==> src/rtl/spi_master_pkg.sv <==
// Constants shared by both ends of the display SPI link, plus the master's state encoding.
package spi_master_pkg;

    localparam bit SPI_SS_ACTIVE_DEFAULT = 1'b1;
    localparam int SPI_BITS              = 8;

    // IDLE wait | SETUP ss + msb | SHIFT_HI/LO sclk phases | HOLD ss kept | TEARDOWN ss tail | GUARD gap
    localparam logic [2:0] ST_IDLE     = 3'd0;
    localparam logic [2:0] ST_SETUP    = 3'd1;
    localparam logic [2:0] ST_SHIFT_HI = 3'd2;
    localparam logic [2:0] ST_SHIFT_LO = 3'd3;
    localparam logic [2:0] ST_HOLD     = 3'd4;
    localparam logic [2:0] ST_TEARDOWN = 3'd5;
    localparam logic [2:0] ST_GUARD    = 3'd6;

endpackage

==> src/rtl/spi_master.sv <==
// SPI mode-0 MSB-first byte master for the display link; every phase is CLK_DIV clk cycles,
// timed by one down-counter.
module spi_master
    import spi_master_pkg::*;
#(
    parameter int CLK_DIV   = 4,
    parameter bit SS_ACTIVE = SPI_SS_ACTIVE_DEFAULT
) (
    input  logic                clk,
    input  logic                rst,
    input  logic [SPI_BITS-1:0] tx_data,
    input  logic                tx_valid,
    input  logic                tx_last,
    output logic                tx_ready,
    output logic [SPI_BITS-1:0] rx_data,
    output logic                rx_valid,
    output logic                busy,
    output logic                sclk,
    output logic                ss,
    output logic                mosi,
    input  logic                miso
);

    localparam int            CW       = $clog2(CLK_DIV) + 1;
    localparam logic [CW-1:0] CNT_LOAD = CW'(CLK_DIV - 1);
    localparam logic [2:0]    LAST_BIT = 3'(SPI_BITS - 1);

    generate
        if (CLK_DIV < 2) begin : g_bad_clk_div
            $error("spi_master: CLK_DIV must be at least 2");
        end
    endgenerate

    logic [2:0]          state_q, state_d;
    logic [CW-1:0]       cnt_q, cnt_d;
    logic [2:0]          bit_cnt_q, bit_cnt_d;
    logic [SPI_BITS-2:0] tx_sr_q, tx_sr_d;
    logic [SPI_BITS-2:0] rx_sr_q, rx_sr_d;
    logic                last_q, last_d;
    logic                sclk_q, sclk_d;
    logic                ss_q, ss_d;
    logic                mosi_q, mosi_d;
    logic [SPI_BITS-1:0] rx_data_q, rx_data_d;
    logic                rx_valid_q, rx_valid_d;
    logic                miso_meta_q, miso_sync_q;
    logic                cnt_done;
    logic                accept;

    assign tx_ready = !rst && (state_q == ST_IDLE || state_q == ST_HOLD);
    assign busy     = !rst && (state_q != ST_IDLE);
    assign accept   = tx_valid && tx_ready;
    assign cnt_done = (cnt_q == '0);

    assign sclk     = sclk_q;
    assign ss       = ss_q;
    assign mosi     = mosi_q;
    assign rx_data  = rx_data_q;
    assign rx_valid = rx_valid_q;

    always_comb begin
        state_d    = state_q;
        cnt_d      = cnt_q;
        bit_cnt_d  = bit_cnt_q;
        tx_sr_d    = tx_sr_q;
        rx_sr_d    = rx_sr_q;
        last_d     = last_q;
        sclk_d     = sclk_q;
        ss_d       = ss_q;
        mosi_d     = mosi_q;
        rx_data_d  = rx_data_q;
        rx_valid_d = 1'b0;

        if (!cnt_done) begin
            cnt_d = cnt_q - CW'(1);
        end

        case (state_q)
            ST_IDLE, ST_HOLD: begin
                if (accept) begin
                    state_d   = ST_SETUP;
                    cnt_d     = CNT_LOAD;
                    bit_cnt_d = '0;
                    tx_sr_d   = tx_data[SPI_BITS-2:0];
                    last_d    = tx_last;
                    ss_d      = SS_ACTIVE;
                    mosi_d    = tx_data[SPI_BITS-1];
                end
            end
            ST_SETUP: begin
                if (cnt_done) begin
                    state_d = ST_SHIFT_HI;
                    cnt_d   = CNT_LOAD;
                    sclk_d  = 1'b1;
                end
            end
            ST_SHIFT_HI: begin
                // Falling edge: capture synchronized miso and advance mosi together.
                if (cnt_done) begin
                    sclk_d  = 1'b0;
                    cnt_d   = CNT_LOAD;
                    rx_sr_d = {rx_sr_q[SPI_BITS-3:0], miso_sync_q};
                    if (bit_cnt_q == LAST_BIT) begin
                        rx_data_d  = {rx_sr_q, miso_sync_q};
                        rx_valid_d = 1'b1;
                        state_d    = last_q ? ST_TEARDOWN : ST_SHIFT_LO;
                    end else begin
                        state_d = ST_SHIFT_LO;
                        mosi_d  = tx_sr_q[SPI_BITS-2];
                        tx_sr_d = {tx_sr_q[SPI_BITS-3:0], 1'b0};
                    end
                end
            end
            ST_SHIFT_LO: begin
                // After the last bit this low phase pads the gap before HOLD opens.
                if (cnt_done) begin
                    if (bit_cnt_q == LAST_BIT) begin
                        state_d = ST_HOLD;
                    end else begin
                        state_d   = ST_SHIFT_HI;
                        cnt_d     = CNT_LOAD;
                        sclk_d    = 1'b1;
                        bit_cnt_d = bit_cnt_q + 3'd1;
                    end
                end
            end
            ST_TEARDOWN: begin
                if (cnt_done) begin
                    state_d = ST_GUARD;
                    cnt_d   = CNT_LOAD;
                    ss_d    = ~SS_ACTIVE;
                    mosi_d  = 1'b0;
                end
            end
            ST_GUARD: begin
                if (cnt_done) begin
                    state_d = ST_IDLE;
                end
            end
            default: begin
                state_d = ST_IDLE;
            end
        endcase
    end

    always_ff @(posedge clk) begin
        if (rst) begin
            state_q     <= ST_IDLE;
            cnt_q       <= '0;
            bit_cnt_q   <= '0;
            tx_sr_q     <= '0;
            rx_sr_q     <= '0;
            last_q      <= 1'b0;
            sclk_q      <= 1'b0;
            ss_q        <= ~SS_ACTIVE;
            mosi_q      <= 1'b0;
            rx_data_q   <= '0;
            rx_valid_q  <= 1'b0;
            miso_meta_q <= 1'b0;
            miso_sync_q <= 1'b0;
        end else begin
            state_q     <= state_d;
            cnt_q       <= cnt_d;
            bit_cnt_q   <= bit_cnt_d;
            tx_sr_q     <= tx_sr_d;
            rx_sr_q     <= rx_sr_d;
            last_q      <= last_d;
            sclk_q      <= sclk_d;
            ss_q        <= ss_d;
            mosi_q      <= mosi_d;
            rx_data_q   <= rx_data_d;
            rx_valid_q  <= rx_valid_d;
            miso_meta_q <= miso;
            miso_sync_q <= miso_meta_q;
        end
    end

endmodule

==> config.mk <==
export PLATFORM = sky130hd
export DESIGN_NAME = spi_master
export DESIGN_NICKNAME = d
export VERILOG_FILES = /design/src/rtl/spi_master_pkg.sv /design/src/rtl/spi_master.sv
export SDC_FILE = /design/constraint.sdc
export NUM_CORES = 1
export LEC_CHECK = 0
export BUFFER_PORTS_ARGS = -buffer_cell sky130_fd_sc_hd__buf_4
export CAP_MARGIN = 30
export CORE_UTILIZATION = 46
export CTS_BUF_LIST = sky130_fd_sc_hd__clkbuf_8 sky130_fd_sc_hd__clkbuf_16
export CTS_CLUSTER_DIAMETER = 120
export DETAILED_ROUTE_END_ITERATION = 8
export PLACE_DENSITY_LB_ADDON = 0.15
export REMOVE_ABC_BUFFERS = 1
export SYNTH_ARGS = -nofsm -noshare
export SYNTH_HDL_FRONTEND = slang
export SYNTH_SLANG_ARGS = --single-unit
==> constraint.sdc <==
create_clock -name clk -period 2.5 [get_ports clk]
set_input_delay 0 -clock clk [delete_from_list [all_inputs] [get_ports clk]]
set_output_delay 0 -clock clk [all_outputs]
set_load 0.01 [all_outputs]
==> results.yml, run 1 <==
cts:
  cts_resized: 0
  root_buffer: "clkbuf_8"
  cts_tree: "done"
  cts_sinks: 38
  cts_buffers: 5
  cts_buffer_depth: 2
  htree_levels: 2
  cts.reportedPaths.clkPinSlew_ns: 0.07
  insertion_delay_ns: 0.29
placement:
  hpwl_um: 2520
  portBuffers: 26
  place.gp.congestion: 0.808
  placed_area_sq_mm: 0.00197
  dp.cells: 266
  place_ws_ns: 0.692
die:
  die_h_um: 64.3
  num_rows: 22
  core_sq_mm: 0.00369
  ioPinCount: 27
  die_area_sq_mm: 0.00413
  initial_utilization_pct: 48.3
  fp.dieW_um: 64.3
sta:
  hold_viol_final: 0
  finalCritPeriodShare_pct: 72.1
  setup_viol: 0
  layout_min_cycle_time_ns: 1.80
  hold_slack_ns: 0.00400
  slew_headroom_pct: 61.4
  setup_ws_ns: 0.698
  rsz0062_at_grt: "no"
  fin_skew_ns: 0.00823
  setup_tns_ns: 0
  fmax_mhz: 555
  tightest_slew_ns: 0.578
  slew_violations: 0
setup_path:
  cp.depth: 6
  cp-end-kind: "register"
  critPathArrivalTime_ns: 2.01
  r2r-start: "bit_cnt_q[0]$_SDFFE_PP0P_"
  path_cells: "ha_1 -> ha_1 -> nor4b_2 -> a21o_4 -> nor2_1 -> a311oi_1"
  critPathSlowestCell: "nor4b_2"
  max_stage_delay_ns: 0.35
  cp.required_ns: 2.70
  start_kind: "register"
  path_delay_family: "compound AO/OA/AOI/OAI gates"
  worstRegToRegCells: 6
  path_max_fanout: 14
  path_common_cell: "ha_1"
  crit_buf_inv: 0
  endpoint: "tx_sr_q[2]$_SDFFE_PP0P_"
  cp-startpoint: "bit_cnt_q[0]$_SDFFE_PP0P_"
  crit_type: "reg2reg"
  rrSetupSlack_ns: 0.70
  r2r-end: "tx_sr_q[2]$_SDFFE_PP0P_"
logic_synthesis:
  yosysTopAreaCell: "dfxtp_1"
  yosys_warnings: 0
  syn_inst: 203
  synth_top_area_share_pct: 42.7
  netlist-cell-type-count: 43
  synth-seq-cells: 38
  synth_area_leaders: "dfxtp_1 (43%), nand2_1 (6.9%), mux2i_1 (5.1%), a21oi_1 (4.8%), nand3_1 (4.2%)"
  syn_area_sq_mm: 0.00178
  synth.yosys.seq_area_share_pct: 42.7
  syn_avg_cell_area_sq_um: 8.78
grt:
  grt_first_pass_wirelength_um: 6700
  grt_pass1_vias: 1450
  grt.total_usage_pct: 21.2
  antenna_found_initial: 0
  overflow: 0
  grt_max_degree: 35
finish:
  multi_input_area_sq_um: 918
  layout-drive-gt1-share_pct: 20.3
  layout_common_cells: "dfxtp_1 (38), nand2_1 (33), buf_4 (28)"
  area_delta_synth_final_pct: 18.9
  nFillCells: 360
  diodes: 0
  final_common_cell: "dfxtp_1"
  stdcell_count: 280
  fin_area_sq_mm: 0.00212
  seq_area_sq_um: 761
  final_nets: 249
drt:
  drc: 0
  vias_per_cell: 5.50
  wire_per_inst_um: 13.2
  wl_met1_um: 1640
  drt-total-wl_um: 3690
  drt_pre_antenna_iters: 4
  routed-wl-met2_um: 1800
  num_vias: 1540
  drtAntennaViolNets: 0
  drtIter0Drc: 54
  top_layer_used: "met4"
  wl_met3_um: 172
power_and_ir_drop:
  leakagePower_nw: 0.904
  p_per_area_mw_per_mm2: 936
  ir_worst_vdd_v: 0.000475
outcome:
  outcome: "completed"
flow_run:
  max_cap_violations: 0
hold_path:
  hp-class: "in2reg"
==> logic make-up (layout without fill, tap and decap cells) <==
kind of cell,count (synthesis),count (layout),share of synthesized area (%)
AND/OR/NAND/NOR,89,89,26.1
AO/OA/AOI/OAI,43,43,16.4
flip-flops,38,38,42.7
buffers and inverters,18,47,5.82
multiplexers,9,9,5.05
adder cells (fa/ha/maj),5,5,3.51
XOR/XNOR,1,1,0.491
==> Yosys cell counts, drive strengths merged <==
cell,n
dfxtp,38
nand2,33
nor2,18
a21oi,17
nand3,16
buf,11
mux2i,9
o21ai,8
a311oi,7
ha,5
inv,5
nand2b,5
a31oi,3
nor2b,3
a21o,2
clkbuf,2
nand4,2
nor3b,2
nor4b,2
o21a,2
and2b,1
and4,1
nand3b,1
nor3,1
nor4,1
o211ai,1
o22ai,1
o2bb2ai,1
o311ai,1
or2,1
or3b,1
or4,1
xnor2,1
==> sequential cells by signal, summed over array words and instances, names as in the netlist <==
signal and count:
tx_sr_q 7, bit_cnt_q 3, miso_meta_q 1, mosi 1, state_q 3, rx_valid 1, sclk 1, rx_data 8
cnt_q 3, last_q 1, miso_sync_q 1, rx_sr_q 7, ss 1
==> metrics by stage <==
stage | utilization, % | total power, mW
after global routing | 57.5 | 2.15
after detailed placement | 53.4 | 1.57
after CTS | 57.5 | 2.00
final | 57.5 | 1.98
after floorplan | - | 1.33
after global placement | 53.4 | 1.53
==> final cells by class <==
type	count	share of cell area, %
clock buffer	6	3.90
multi-input combinational	147	43.3
clock inverter	2	0.413
inverter	5	0.885
tap	48	2.83
sequential	38	35.9
timing repair buffer	34	12.8
==> worst reg2reg max path, cell delays in order (launching register included) <==
cell and delay [ns]:
dfxtp_1 0.33, ha_1 0.22, ha_1 0.26, nor4b_2 0.35, a21o_4 0.27, nor2_1 0.06, a311oi_1 0.23
==> per-layer routing <==
metal | track usage [%] | vias up
met2 | 33.2 | 42
li1 | - | 776
met4 | 9.72 | 0
met5 | 0 | -
met1 | 26.6 | 711
met3 | 6.07 | 11
==> worst min path at each step <==
stage,startpoint,end,slack [ns],cells after the start
final,tx_data[6],tx_sr_q[6]$_SDFFE_PP0P_,0.004,3
after global routing,tx_data[6],tx_sr_q[6]$_SDFFE_PP0P_,0.008,3
after CTS,tx_data[6],tx_sr_q[6]$_SDFFE_PP0P_,0.0009,3
after detailed placement,tx_last,last_q$_SDFFE_PP0P_,0.20,3
after global placement,tx_last,last_q$_SDFFE_PP0P_,0.19,3
after floorplan,rst,tx_ready,0.05,1
==> repair_timing <==
item,CTS,global route
hold endpoints to repair,6,0
setup buffers,0,0
hold buffers,6,0
==> power by group <==
part           internal (mW)  switching, mW
Combinational          0.314          0.415
Clock                  0.218          0.203
Sequential             0.712          0.124
Total                   1.24          0.741
No activity file was read; power rests on OpenSTA's default activity.
==> run 2: changes to the inputs <==
--- a/config.mk
+++ b/config.mk
@@ -5,6 +5,7 @@
 export SDC_FILE = /design/constraint.sdc
 export NUM_CORES = 1
 export LEC_CHECK = 0
+export ABC_AREA = 1
 export BUFFER_PORTS_ARGS = -buffer_cell sky130_fd_sc_hd__buf_4
 export CAP_MARGIN = 30
 export CORE_UTILIZATION = 46
==> constraint.sdc (replaced) <==
create_clock -name clk -period 1.6 [get_ports clk]
set_input_delay 0 -clock clk [delete_from_list [all_inputs] [get_ports clk]]
set_output_delay 0 -clock clk [all_outputs]
set_load 0.01 [all_outputs]
==> results.yml, run 2 <==
outcome:
  outcome: "completed"
setup_path:
  r2r-end: "cnt_q[1]$_SDFF_PP0_"
  cp-startpoint: "state_q[0]$_SDFFE_PP0P_"
  path_common_cell: "nand2_1"
  worstRegToRegCells: 7
  path_cells: "inv_2 -> nand2_1 -> nor3_1 -> a21oi_1 -> nand3_1 -> nand2_1 -> inv_1"
  critPathArrivalTime_ns: 1.74
  r2r-start: "state_q[0]$_SDFFE_PP0P_"
  cp-end-kind: "register"
  critPathSlowestCell: "nor3_1"
  start_kind: "register"
  crit_type: "reg2reg"
  path_max_fanout: 7
  rrSetupSlack_ns: 0.11
  cp.required_ns: 1.84
  max_stage_delay_ns: 0.49
  endpoint: "cnt_q[1]$_SDFF_PP0_"
drt:
  vias_per_cell: 4.87
  drt-total-wl_um: 3810
  drc: 0
  wire_per_inst_um: 10.5
  drtAntennaViolNets: 0
  num_vias: 1764
  drtIter0Drc: 106
  drt_pre_antenna_iters: 5
grt:
  grt_max_degree: 21
  grt_first_pass_wirelength_um: 6620
  grt_pass1_vias: 1542
  overflow: 0
  grt.total_usage_pct: 20.3
  antenna_found_initial: 0
die:
  die_h_um: 65.3
  core_sq_mm: 0.00374
  ioPinCount: 27
  initial_utilization_pct: 49.2
  die_area_sq_mm: 0.00426
  fp.dieW_um: 65.3
  num_rows: 22
power_and_ir_drop:
  swShare_pct: 39.1
  comb_power_share_pct: 44.7
  intPower_mw: 2.17
  ir_worst_vdd_v: 0.000921
  seqPwrFrac_pct: 36.0
  leakagePower_nw: 1.14
  p_sw_mw: 1.40
  clockPowerShare_pct: 19.3
  power_mw: 3.57
  p_per_area_mw_per_mm2: 1550
finish:
  area_delta_synth_final_pct: 25.2
  fin_area_sq_mm: 0.00230
  final_common_cell: "nand2_1"
  diodes: 0
  final_nets: 331
  layout-drive-gt1-share_pct: 20.1
  layout_common_cells: "nand2_1 (62), nor2_1 (59), buf_4 (38)"
  largest_register_ffs: 8
sta:
  setup_viol: 0
  hold_viol_final: 0
  slew_headroom_pct: 60.4
  slew_violations: 0
  layout_min_cycle_time_ns: 1.49
  setup_tns_ns: 0
  tightest_slew_ns: 0.589
  rsz0062_at_grt: "no"
  fmax_mhz: 670
  fin_skew_ns: 0.00338
  finalCritPeriodShare_pct: 93.3
logic_synthesis:
  yosys_warnings: 0
  synth.top_cells.by_count: "nand2_1 (63), nor2_1 (60), dfxtp_1 (38), inv_1 (27), o21ai_0 (21)"
  synth_most_common_cell: "nand2_1"
  netlist-cell-type-count: 26
  synth_area_leaders: "dfxtp_1 (41%), nand2_1 (13%), nor2_1 (12%), o21ai_0 (5.7%), inv_1 (5.5%)"
  yosysTopAreaCell: "dfxtp_1"
  synth-seq-cells: 38
  synth.yosys.seq_area_share_pct: 41.3
  synth_flop_cell: "dfxtp_1"
  syn_area_sq_mm: 0.00184
  synth_top_area_share_pct: 41.3
  synth_edf_count: 0
  syn_avg_cell_area_sq_um: 6.79
  syn_inst: 271
  ys_async_sr_fraction_pct: 0
placement:
  hpwl_um: 2720
  place.gp.congestion: 0.915
  portBuffers: 26
  placed_area_sq_mm: 0.00216
cts:
  cts_buffers: 5
  root_buffer: "clkbuf_8"
  htree_levels: 2
  postCtsSetupBuffers: 0
  cts_tree: "done"
  cts.reportedPaths.clkPinSlew_ns: 0.07
  cts_sinks: 38
  insertion_delay_ns: 0.29
  cts_buffer_depth: 2
hold_path:
  hp-class: "in2reg"
  hold_start: "tx_data[0]"
flow_run:
  max_cap_violations: 0
==> run 2: worst min path at each step <==
stage	to	slack (ns)	cells past startpoint
2_1_floorplan	busy	0.04	1
3_3_place_gp	miso_meta_q$_SDFF_PP0_	0.20	3
3_5_place_dp	miso_meta_q$_SDFF_PP0_	0.21	3
4_1_cts	tx_sr_q[0]$_SDFFE_PP0P_	0.04	5
5_1_grt	tx_sr_q[0]$_SDFFE_PP0P_	0.05	5
6_report	tx_sr_q[0]$_SDFFE_PP0P_	0.04	5
==> run 2: worst max-delay path: cells and delay by family (launching register included) <==
family	cells	cell delay, ns
buffers and inverters	2	0.18
and+or+nand+nor	4	0.78
AOI/OAI and AO/OA	1	0.12
DFF	1	0.37
==> run 2: what timing repair did <==
item / CTS / global route
hold buffers: 4 / 0
endpoints found under the setup margin: 0 / 25
resized for setup: 0 / 5
hold endpoints to repair: 7 / 0
==> run 2: final cells by class <==
class	count	area [sq um]
fill	365	1440
inverter	31	116
timing repair buffer	43	345
clock buffer	6	82.6
sequential	38	762
tap	48	60.1
multi-input combinational	194	926
clock inverter	2	12.5
==> run 2: cell families (layout without fill, tap and decap cells) <==
group / Yosys count / in the layout / share of synthesized area, %
AO/OA/AOI/OAI: 41 / 41 / 12.4
buffers and inverters: 39 / 82 / 8.91
adder cells (fa/ha/maj): 5 / 5 / 3.40
AND/OR/NAND/NOR: 147 / 147 / 33.4
flip-flops: 38 / 38 / 41.3
XOR/XNOR: 1 / 1 / 0.476
==> run 2: layer usage <==
| layer | global-route usage [%] | wire (um) |
|---|---|---|
| met4 | 8.15 | 74 |
| met2 | 33.4 | 1790 |
| met1 | 24.7 | 1770 |
| met3 | 5.73 | 183 |
| met5 | 0 | 0 |
==> run 2: power groups by stage <==
stage          clock network [mW]  registers (mW)  logic (mW)
6_report                    0.690            1.29        1.60
3_3_place_gp                    0            1.30        1.53
4_1_cts                     0.704            1.29        1.56
5_1_grt                     0.759            1.32        1.81
3_5_place_dp                    0            1.31        1.54
2_1_floorplan                   0            1.30        1.02
==> run 2: stage by stage <==
stage	hold slack [ns]	cells	setup slack, ns	util [%]
after floorplan	0.0441	263	0.128	-
after global placement	0.200	350	0.0759	57.7
after detailed placement	0.211	350	0.0634	57.7
after CTS	0.0430	362	0.0423	61.3
after global routing	0.0508	362	0.00291	61.6
final	0.0399	362	0.108	61.6
==> run 3: changes to the inputs <==
--- a/config.mk
+++ b/config.mk
@@ -5,7 +5,6 @@
 export SDC_FILE = /design/constraint.sdc
 export NUM_CORES = 1
 export LEC_CHECK = 0
-export ABC_AREA = 1
 export BUFFER_PORTS_ARGS = -buffer_cell sky130_fd_sc_hd__buf_4
 export CAP_MARGIN = 30
 export CORE_UTILIZATION = 46
==> results.yml, run 3 (synthesized netlist as in run 1, its figures left out) <==
placement:
  hpwl_um: 2690
  place.gp.congestion: 0.898
  dp.cells: 286
  portBuffers: 26
setup_path:
  cp-end-kind: "register"
  path_cells: "ha_4 -> ha_4 -> nor4b_4 -> a21o_2 -> buf_4 -> a311oi_1"
  critPathSlowestCell: "dfxtp_2"
  path_max_fanout: 5
  start_kind: "register"
  critPathArrivalTime_ns: 1.72
  crit_type: "reg2reg"
  cp.required_ns: 1.77
  path_common_cell: "ha_4"
  max_stage_delay_ns: 0.34
drt:
  wire_per_inst_um: 13.3
  drtAntennaViolNets: 0
  vias_per_cell: 5.38
  drt-total-wl_um: 4040
  drt_pre_antenna_iters: 4
  drc: 0
  num_vias: 1636
  drtIter0Drc: 83
die:
  fp.dieW_um: 64.3
  initial_utilization_pct: 48.3
  die_h_um: 64.3
  num_rows: 22
  ioPinCount: 27
  die_area_sq_mm: 0.00413
  core_sq_mm: 0.00369
grt:
  grt_pass1_vias: 1524
  grt.total_usage_pct: 20.8
  grt_max_degree: 35
  overflow: 0
  grt_first_pass_wirelength_um: 6690
  antenna_found_initial: 0
cts:
  cts_buffers: 5
  cts.reportedPaths.clkPinSlew_ns: 0.08
  insertion_delay_ns: 0.29
  htree_levels: 2
  cts_tree: "done"
  cts_buffer_depth: 2
  root_buffer: "clkbuf_8"
  cts_sinks: 38
finish:
  diodes: 0
  final_common_cell: "buf_4"
  layout_common_cells: "buf_4 (48), dfxtp_1 (34), nand2_1 (33)"
  stdcell_count: 304
  final_nets: 273
  layout-drive-gt1-share_pct: 32.4
  area_delta_synth_final_pct: 37.3
  largest_register_ffs: 8
flow_run:
  max_cap_violations: 0
sta:
  slew_headroom_pct: 75.4
  rsz0062_at_grt: "yes"
  setup_tns_ns: 0
  layout_min_cycle_time_ns: 1.55
  fin_skew_ns: 0.00950
  tightest_slew_ns: 0.370
  hold_viol_final: 0
  fmax_mhz: 643
  finalCritPeriodShare_pct: 97.2
  hold_slack_ns: 0.0207
  setup_viol: 0
  slew_violations: 0
outcome:
  outcome: "completed"
power_and_ir_drop:
  leakagePower_nw: 1.05
  power_mw: 3.80
  ir_worst_vdd_v: 0.000850
  p_per_area_mw_per_mm2: 1550
hold_path:
  hp-class: "in2reg"
run 3: changes by cell type in the layout (fill, tap and decap cells not counted), moves of 3 or more:
cell	change
nor2_1	-44
nand2_1	-29
inv_1	-22
o21ai_0	-14
buf_4	+10
mux2i_1	+9
a311oi_1	+5
nand2b_1	+5
dlygate4sd3_1	+4
inv_2	-4
dfxtp_1	-3
dfxtp_2	+3
ha_1	-3
ha_4	+3
run 3: layer usage:
layer  track usage [%]  vias up  routed length [um]
met1              24.1      767                1780
met2              35.4       44                2020
met4              11.1        0                  90
met3              4.64       11                 145
li1                  -      814                   -
met5                 0        -                   0
run 3: critical path: cells and delay by family (launching register included):
family          cells  cell delay, ns
buf+inv             1            0.13
fa+ha+maj           2            0.33
flops               1            0.34
simple gates        1            0.30
compound gates      2            0.32
run 3: per-stage QoR:
stage / util, % / setup slack, ns / cell area, sq um
5_1_grt: 66.4 / -0.0274 / 2450
2_1_floorplan: - / -0.171 / 1700
6_report: 66.4 / 0.0454 / 2450
3_3_place_gp: 57.4 / -0.0196 / 2120
3_5_place_dp: 57.4 / -0.0820 / 2120
4_1_cts: 65.2 / -0.0128 / 2400
run 3: path summary, 6_finish.rpt:
kind | from | end | slack [ns] | cells after the start
setup / recovery | bit_cnt_q[1]$_SDFFE_PP0P_ | tx_sr_q[1]$_SDFFE_PP0P_ | 0.05 | 6
hold / removal | tx_data[4] | tx_sr_q[4]$_SDFFE_PP0P_ | 0.02 | 3
setup reg to reg | bit_cnt_q[1]$_SDFFE_PP0P_ | tx_sr_q[1]$_SDFFE_PP0P_ | 0.05 | 6
hold reg to reg | miso_meta_q$_SDFF_PP0_ | miso_sync_q$_SDFF_PP0_ | 0.44 | 1
run 3: report_power, final:
group | leakage (nW) | switching, mW | internal (mW)
clock network | 0.0683 | 0.354 | 0.625
registers | 0.311 | 0.167 | 1.12
logic | 0.674 | 0.798 | 0.736
total | 1.05 | 1.32 | 2.48
run 3: repair_timing:
| action | in CTS | in global routing |
|---|---|---|
| endpoints found under the hold margin | 8 | 0 |
| endpoints found under the setup margin | 18 | 28 |
| gates resized for setup | 10 | 11 |
| pin swaps | 6 | 3 |
| gates cloned | 1 | 0 |
| buffers inserted | 1 | 0 |
| hold buffers | 8 | 0 |
run 3: cell type report:
class,instances,area [sq um]
sequential,38,766
fill,308,1240
tap,48,60.1
timing repair buffer,57,452
multi-input combinational,148,1010
clock buffer,5,68.8
inverter,5,18.8
clock inverter,3,68.8
